==> config.mk <==
export PLATFORM = sky130hd
export DESIGN_NAME = freelist_flat
export DESIGN_NICKNAME = d
export VERILOG_FILES = /design/src/rtl/freelist_pkg.sv /design/src/rtl/freelist_if.sv /design/src/rtl/freelist_ptr.sv /design/src/rtl/freelist.sv /design/src/flat_wrapper.sv
export SDC_FILE = /design/constraint.sdc
export NUM_CORES = 1
export LEC_CHECK = 0
export CORE_MARGIN = 2
export CORE_UTILIZATION = 28
export DETAILED_ROUTE_END_ITERATION = 6
export DONT_BUFFER_PORTS = 1
export GPL_TIMING_DRIVEN = 0
export SLEW_MARGIN = 25
export SYNTH_ARGS = -nofsm -noshare
export SYNTH_HDL_FRONTEND = slang
export SYNTH_SLANG_ARGS = --single-unit
export TNS_END_PERCENT = 30
==> constraint.sdc <==
create_clock -name clock -period 33.6 [get_ports clock]
set_input_delay 3.36 -clock clock [delete_from_list [all_inputs] [get_ports clock]]
set_output_delay 3.36 -clock clock [all_outputs]
set_load 0.02 [all_outputs]
==> src/rtl/freelist_pkg.sv <==
// Rename-stage shared definitions: register-file geometry, free-list FSM encoding
// and wrap-pointer helpers shared with the rob and the RAT.
package rename_pkg;
  localparam int PREG_NUM   = 64;
  localparam int PREG_WIDTH = 6;
  localparam int ARCH_NUM   = 32;
  localparam int PTR_WIDTH  = $clog2(PREG_NUM) + 1;

  typedef enum logic {
    FL_IDLE    = 1'b0,
    FL_RECOVER = 1'b1
  } fl_state_e;

  function automatic logic [PREG_WIDTH-1:0] ptr_idx(input logic [PTR_WIDTH-1:0] ptr);
    return ptr[PREG_WIDTH-1:0];
  endfunction

  // The wrap bit falls out of the natural 7-bit overflow.
  function automatic logic [PTR_WIDTH-1:0] ptr_add(input logic [PTR_WIDTH-1:0] ptr,
                                                   input logic [1:0] inc);
    return ptr + PTR_WIDTH'(inc);
  endfunction
endpackage

==> src/rtl/freelist_if.sv <==
// Free-list bundle: rename allocation, rob commit release and rob walk recovery.
interface freelist_if;
  import rename_pkg::*;

  logic                  alloc_en0, alloc_en1;
  logic [PREG_WIDTH-1:0] alloc_prd0, alloc_prd1;
  logic                  alloc_ready0, alloc_ready1;
  logic [PTR_WIDTH-1:0]  free_cnt;
  logic                  commit_valid0, commit_need_to_wb;
  logic [PREG_WIDTH-1:0] commit_old_prd;
  logic                  is_rollingback, is_walking;
  logic                  walking_valid0, walking_valid1;
  logic [PREG_WIDTH-1:0] walking_prd0, walking_prd1;
  logic                  busy, walk_mismatch;

  modport master (
    output alloc_en0, alloc_en1, commit_valid0, commit_need_to_wb, commit_old_prd,
           is_rollingback, is_walking, walking_valid0, walking_valid1,
           walking_prd0, walking_prd1,
    input  alloc_prd0, alloc_prd1, alloc_ready0, alloc_ready1, free_cnt,
           busy, walk_mismatch
  );

  modport slave (
    input  alloc_en0, alloc_en1, commit_valid0, commit_need_to_wb, commit_old_prd,
           is_rollingback, is_walking, walking_valid0, walking_valid1,
           walking_prd0, walking_prd1,
    output alloc_prd0, alloc_prd1, alloc_ready0, alloc_ready1, free_cnt,
           busy, walk_mismatch
  );
endinterface

==> src/rtl/freelist_ptr.sv <==
// Wrap-bit queue pointer: advance by 0/1/2 per cycle, or load an absolute value.
module freelist_ptr
  import rename_pkg::*;
#(
  parameter logic [PTR_WIDTH-1:0] RST_VAL = '0
) (
  input  logic                 clock,
  input  logic                 reset,
  input  logic [1:0]           inc_i,
  input  logic                 load_i,
  input  logic [PTR_WIDTH-1:0] load_val_i,
  output logic [PTR_WIDTH-1:0] ptr_o
);
  logic [PTR_WIDTH-1:0] ptr_q, ptr_d;

  always_comb begin
    ptr_d = ptr_add(ptr_q, inc_i);
    if (load_i) ptr_d = load_val_i;
  end

  always_ff @(posedge clock or posedge reset) begin
    if (reset) ptr_q <= RST_VAL;
    else       ptr_q <= ptr_d;
  end

  assign ptr_o = ptr_q;
endmodule

==> src/rtl/freelist.sv <==
// Physical-register free list: circular queue with speculative/commit heads and a
// release tail; rollback snaps the spec head back and the rob walk re-pops survivors.
module freelist
  import rename_pkg::*;
(
  input  logic     clock,
  input  logic     reset,
  freelist_if.slave fl
);
  fl_state_e             state_q, state_d;
  logic [PREG_WIDTH-1:0] queue_q [PREG_NUM];
  logic [PREG_WIDTH-1:0] queue_d [PREG_NUM];
  logic                  walk_mismatch_q, walk_mismatch_d;
  logic [PTR_WIDTH-1:0]  spec_head, commit_head, tail, free_cnt;
  logic                  idle, commit_fire, overflow, push;
  logic                  alloc0, alloc1, walk_act, pop0, pop1, walk_err;
  logic [1:0]            spec_inc;
  logic [PTR_WIDTH-1:0]  spec_load_val;

  assign idle        = (state_q == FL_IDLE);
  assign free_cnt    = tail - spec_head;
  assign commit_fire = fl.commit_valid0 && fl.commit_need_to_wb;
  assign overflow    = ((tail - commit_head) == PTR_WIDTH'(PREG_NUM));
  assign push        = commit_fire && !overflow;

  assign fl.alloc_prd0    = queue_q[ptr_idx(spec_head)];
  assign fl.alloc_prd1    = queue_q[ptr_idx(ptr_add(spec_head, 2'd1))];
  assign fl.alloc_ready0  = idle && (free_cnt != '0);
  assign fl.alloc_ready1  = idle && (free_cnt >= PTR_WIDTH'(2));
  assign fl.free_cnt      = free_cnt;
  assign fl.busy          = !idle;
  assign fl.walk_mismatch = walk_mismatch_q;

  // Rollback and walk own the spec head; allocation only gets it on quiet cycles.
  assign walk_act = fl.is_walking && !fl.is_rollingback;
  assign alloc0   = fl.alloc_en0 && fl.alloc_ready0 && !fl.is_rollingback && !fl.is_walking;
  assign alloc1   = alloc0 && fl.alloc_en1 && fl.alloc_ready1;

  // A blocked pop (nothing left between spec head and tail) never moves the head.
  always_comb begin
    pop0     = walk_act && fl.walking_valid0 && (free_cnt != '0);
    pop1     = walk_act && fl.walking_valid1 && ((free_cnt - PTR_WIDTH'(pop0)) != '0);
    walk_err = 1'b0;
    if (walk_act && fl.walking_valid0 && !pop0) walk_err = 1'b1;
    if (walk_act && fl.walking_valid1 && !pop1) walk_err = 1'b1;
    if (pop0 && queue_q[ptr_idx(spec_head)] != fl.walking_prd0) walk_err = 1'b1;
    if (pop1 && queue_q[ptr_idx(ptr_add(spec_head, {1'b0, pop0}))] != fl.walking_prd1)
      walk_err = 1'b1;
  end

  always_comb begin
    spec_inc      = walk_act ? ({1'b0, pop0} + {1'b0, pop1})
                             : ({1'b0, alloc0} + {1'b0, alloc1});
    spec_load_val = ptr_add(commit_head, {1'b0, push});
  end

  always_comb begin
    queue_d = queue_q;
    if (push) queue_d[ptr_idx(tail)] = fl.commit_old_prd;
    walk_mismatch_d = walk_mismatch_q || walk_err || (commit_fire && overflow);
  end

  always_comb begin
    state_d = state_q;
    case (state_q)
      FL_IDLE:    if (fl.is_rollingback) state_d = FL_RECOVER;
      FL_RECOVER: if (!fl.is_walking && !fl.is_rollingback) state_d = FL_IDLE;
      default:    state_d = FL_IDLE;
    endcase
  end

  always_ff @(posedge clock or posedge reset) begin
    if (reset) begin
      state_q         <= FL_IDLE;
      walk_mismatch_q <= 1'b0;
      for (int i = 0; i < PREG_NUM; i++)
        queue_q[i] <= (i < PREG_NUM - ARCH_NUM) ? PREG_WIDTH'(ARCH_NUM + i) : '0;
    end else begin
      state_q         <= state_d;
      walk_mismatch_q <= walk_mismatch_d;
      queue_q         <= queue_d;
    end
  end

  freelist_ptr #(.RST_VAL('0)) u_spec (
    .clock(clock), .reset(reset), .inc_i(spec_inc),
    .load_i(fl.is_rollingback), .load_val_i(spec_load_val), .ptr_o(spec_head)
  );

  freelist_ptr #(.RST_VAL('0)) u_commit (
    .clock(clock), .reset(reset), .inc_i({1'b0, push}),
    .load_i(1'b0), .load_val_i('0), .ptr_o(commit_head)
  );

  freelist_ptr #(.RST_VAL(PTR_WIDTH'(PREG_NUM - ARCH_NUM))) u_tail (
    .clock(clock), .reset(reset), .inc_i({1'b0, push}),
    .load_i(1'b0), .load_val_i('0), .ptr_o(tail)
  );
endmodule

==> src/flat_wrapper.sv <==
// flat-port wrapper written by rule: the top's interface ports become plain ports
module freelist_flat import rename_pkg::*;
  (clock, reset, fl_alloc_en0, fl_alloc_en1, fl_commit_valid0, fl_commit_need_to_wb, fl_commit_old_prd, fl_is_rollingback, fl_is_walking, fl_walking_valid0, fl_walking_valid1, fl_walking_prd0, fl_walking_prd1, fl_alloc_prd0, fl_alloc_prd1, fl_alloc_ready0, fl_alloc_ready1, fl_free_cnt, fl_busy, fl_walk_mismatch);
  freelist_if fl_i ();
  input  logic clock;
  input  logic reset;
  input wire logic [$bits(fl_i.alloc_en0)-1:0] fl_alloc_en0;
  input wire logic [$bits(fl_i.alloc_en1)-1:0] fl_alloc_en1;
  input wire logic [$bits(fl_i.commit_valid0)-1:0] fl_commit_valid0;
  input wire logic [$bits(fl_i.commit_need_to_wb)-1:0] fl_commit_need_to_wb;
  input wire logic [$bits(fl_i.commit_old_prd)-1:0] fl_commit_old_prd;
  input wire logic [$bits(fl_i.is_rollingback)-1:0] fl_is_rollingback;
  input wire logic [$bits(fl_i.is_walking)-1:0] fl_is_walking;
  input wire logic [$bits(fl_i.walking_valid0)-1:0] fl_walking_valid0;
  input wire logic [$bits(fl_i.walking_valid1)-1:0] fl_walking_valid1;
  input wire logic [$bits(fl_i.walking_prd0)-1:0] fl_walking_prd0;
  input wire logic [$bits(fl_i.walking_prd1)-1:0] fl_walking_prd1;
  output wire logic [$bits(fl_i.alloc_prd0)-1:0] fl_alloc_prd0;
  output wire logic [$bits(fl_i.alloc_prd1)-1:0] fl_alloc_prd1;
  output wire logic [$bits(fl_i.alloc_ready0)-1:0] fl_alloc_ready0;
  output wire logic [$bits(fl_i.alloc_ready1)-1:0] fl_alloc_ready1;
  output wire logic [$bits(fl_i.free_cnt)-1:0] fl_free_cnt;
  output wire logic [$bits(fl_i.busy)-1:0] fl_busy;
  output wire logic [$bits(fl_i.walk_mismatch)-1:0] fl_walk_mismatch;
  assign fl_i.alloc_en0 = fl_alloc_en0;
  assign fl_i.alloc_en1 = fl_alloc_en1;
  assign fl_i.commit_valid0 = fl_commit_valid0;
  assign fl_i.commit_need_to_wb = fl_commit_need_to_wb;
  assign fl_i.commit_old_prd = fl_commit_old_prd;
  assign fl_i.is_rollingback = fl_is_rollingback;
  assign fl_i.is_walking = fl_is_walking;
  assign fl_i.walking_valid0 = fl_walking_valid0;
  assign fl_i.walking_valid1 = fl_walking_valid1;
  assign fl_i.walking_prd0 = fl_walking_prd0;
  assign fl_i.walking_prd1 = fl_walking_prd1;
  assign fl_alloc_prd0 = fl_i.alloc_prd0;
  assign fl_alloc_prd1 = fl_i.alloc_prd1;
  assign fl_alloc_ready0 = fl_i.alloc_ready0;
  assign fl_alloc_ready1 = fl_i.alloc_ready1;
  assign fl_free_cnt = fl_i.free_cnt;
  assign fl_busy = fl_i.busy;
  assign fl_walk_mismatch = fl_i.walk_mismatch;
  freelist u_core (.clock(clock), .reset(reset), .fl(fl_i));
endmodule
==> impl_metrics.ini <==
[status]
status = finished, violations left
violations = design-rule violations

[routing]
drtPass1Iterations = 7
wl_per_cell_um = 37.49
dr_total_vias = 20050
ant_nets = 0
wl_um = 119700
avgViaCountPerCell = 6.279
drt_iter0_drc = 2805
drc = 1

[global_routing]
grt_overflow_total = 0
grt_pass1_wl_um = 163300
antenna_found_initial = 3
grt_use_total_pct = 24.84
grt_pass1_vias = 19780
grt_max_degree = 101

[sta]
fin_worst_skew_ns = 0.03053
period_share_pct = 29.38
hold_viol = 0
relSlewSlack_pct = 20.33
fin_worst_hold_slack_ns = 0.5294
setup_viol = 0
rsz0062_at_grt = false
fmax_mhz = 101.3
drv_slew = 0
worstMarginPinSlew_ns = 1.195
setup_tns_ns = 0
period_minus_slack_ns = 9.873

[power]
power.leakage_nw = 11.96
seqPwrFrac_pct = 25.5
clkPwrFrac_pct = 18.8
finalPower_mw = 2.791
swShare_pct = 46.81
ir_drop_uv = 54.22
p_int_mw = 1.484
power_switching_mw = 1.306
comb_power_share_pct = 55.7
power_per_cell_area_nw_per_um2 = 94.29

[placement]
dp_hpwl_um = 88450
numPortBuffers = 0
dp.cells = 3108
place.gp.congestion = 1.070

[logic_synthesis]
synth_edf_count = 0
synth_adder_area_share_pct = 1.298
synth_cell_types = 67
synthArstFlopShare_pct = 100.0
synth-seq-area-share_pct = 39.38
syn_area_um2 = 26220
ys_warn_count = 0
synth_compound_area_share_pct = 3.545
ys_ff_latch = 407
avgSynthCellArea_um2 = 14.21
synth-main-ff-cell = dfrtp_1
synth_top_family_by_area = multiplexers
synth_fp_nets = 1900
synthXorXnorAreaFrac_pct = 2.004
synth_mux_area_share_pct = 45.36
synthCells = 1846
synth-simple-area-share_pct = 5.439

[floorplan]
dieArea_um2 = 96120
die-width_um = 310.0
rows = 112
die_y_um = 310.0
core_area_um2 = 93050
io_pins = 51
start_util_pct = 28.18

[critical_path]
critPathBufInv = 8
crit_path_end_kind = flip-flop
critical_path_arrival_ns = 10.31
max_stage_delay_ns = 0.63
critPathMostFrequentCell = buf_2
crit_slowest_cell = dfrtp_1
worstPathRequired_ns = 34.04
cp-start-kind = flip-flop
path_delay_family = buffers and inverters
cp_max_fo = 10
path_class = flip-flop to flip-flop

[final_layout]
num-nets-final = 1959
layout-drive-gt1-share_pct = 50.70
stdcell_count = 3194
area_growth_pct = 12.86

[flow_run]
cap_violations = 0

[clocking]
cts_made_buffers = 48
h-tree-depth = 2
hold_buffers = 0
cts-root-buf = clkbuf_16
clock_path_buffers = 3
cts_setup_buffers = 0
clock-sinks = 407
cts_tree = built
insertion_delay_ns = 0.62
cts.reportedPaths.clkPinSlew_ns = 0.06
cts_resized = 0

[hold_path]
min_path_type = flip-flop to flip-flop
==> cells by family (layout without fill, tap and decap cells) <==
family                     after synthesis  count (layout)
adders and majority gates               26              26
other                                    0               1
and+or+nand+nor                        301             301
AOI/OAI and AO/OA                      129             129
muxes                                  751             751
DFF                                    407             407
buffers and inverters                  172             265
xor gates and xnor gates                60              60
==> worst paths after layout <==
check                                          from                        to  slack [ns]  cells past startpoint
hold / removal             u_core.u_commit.ptr_o[6]  u_core.u_commit.ptr_o[6]        0.53                      1
min in group asynchronous                     reset       u_core.queue_q[205]        2.58                      1
setup / recovery             u_core.u_spec.ptr_o[1]   u_core.fl.walk_mismatch       23.73                     27
setup reg to reg             u_core.u_spec.ptr_o[1]   u_core.fl.walk_mismatch       23.73                     27
max in group asynchronous                     reset  u_core.u_commit.ptr_o[4]       29.69                      3
hold reg to reg            u_core.u_commit.ptr_o[6]  u_core.u_commit.ptr_o[6]        0.53                      1
==> area by class of cell <==
class / instances / area (um^2)
Inverter: 23 / 93.84
Clock buffer: 68 / 1306
Fill cell: 9241 / 63450
Multi-Input combinational cell: 1267 / 15160
Buffer: 149 / 720.7
Clock inverter: 16 / 227.7
Antenna cell: 1 / 2.502
Tap cell: 1254 / 1569
Sequential cell: 407 / 10330
Timing Repair Buffer: 9 / 187.7
==> cell usage after synthesis, types with 5 or more instances <==
cell type    n  area, um^2
a21oi_1     21       105.1
a221oi_1     6       52.55
a22oi_1     21       157.7
a31oi_1      9       56.30
buf_1       20       75.07
buf_2       35       175.2
buf_4       11       82.58
buf_6        5       56.30
clkbuf_1    77       289.0
dfrtp_1    294        7357
dfstp_2    113        2969
ha_1        24       300.3
inv_1       22       82.58
mux2_2     389        4380
mux2i_1     51       510.5
mux4_2     311        7004
nand2_1    111       416.7
nand3_1     23       115.1
nand3b_1     7       52.55
nand4_1     16       100.1
nor2_1      77       289.0
nor2b_1      7       43.79
nor3_1      16       80.08
nor4_1       9       56.30
o211ai_1     8       60.06
o21ai_0     15       75.07
o22a_1       6       52.55
xnor2_1     39       341.6
xor2_1      21       183.9
==> power groups by stage <==
stage / combinational, mW / sequential, mW / clock, mW
global route: 1.57 / 0.719 / 0.552
CTS: 1.50 / 0.704 / 0.532
detailed placement: 1.50 / 0.712 / 0
finish: 1.55 / 0.711 / 0.525
floorplan: 0.933 / 0.668 / 0
global placement: 1.47 / 0.702 / 0
==> cells in the final DEF (no fill, tap or decap), types with 7 or more instances in the layout <==
cell type,instances
a21oi_1,21
a22oi_1,21
a31oi_1,9
buf_1,14
buf_2,40
buf_4,12
buf_6,7
clkbuf_1,78
clkbuf_16,48
clkbuf_2,17
clkinv_2,7
dfrtp_1,294
dfstp_2,113
ha_1,24
inv_1,21
mux2_2,389
mux2i_1,51
mux4_2,311
nand2_1,111
nand3_1,23
nand3b_1,7
nand4_1,16
nor2_1,75
nor2b_1,7
nor3_1,15
nor4_1,9
o211ai_1,8
o21ai_0,14
xnor2_1,37
xor2_1,21
==> flip-flops by register name, indices dropped and copies added, names as in the netlist <==
name / cells
u_core.fl.busy: 1
u_core.u_spec.ptr_o: 7
u_core.u_tail.ptr_o: 7
u_core.queue_q: 384
u_core.u_commit.ptr_o: 7
u_core.fl.walk_mismatch: 1
==> metal layers <==
layer | track usage [%] | routed length [um] | part of all wire, %
met5 | 0 | 42 | 0.035
met1 | 31.31 | 44340 | 37
met3 | 9.461 | 16140 | 13
met2 | 35.88 | 50640 | 42
met4 | 15.34 | 8573 | 7.2
==> metrics by stage <==
stage / cell area (um^2) / utilization [%] / worst slack (ns)
2_1_floorplan: 26220 / - / 19.10
3_3_place_gp: 27790 / 29.87 / 14.76
3_5_place_dp: 28040 / 30.13 / 24.10
4_1_cts: 29570 / 31.78 / 24.09
5_1_grt: 29590 / 31.80 / 23.71
6_report: 29590 / 31.81 / 23.73
No activity file was read; power rests on OpenSTA's default activity.
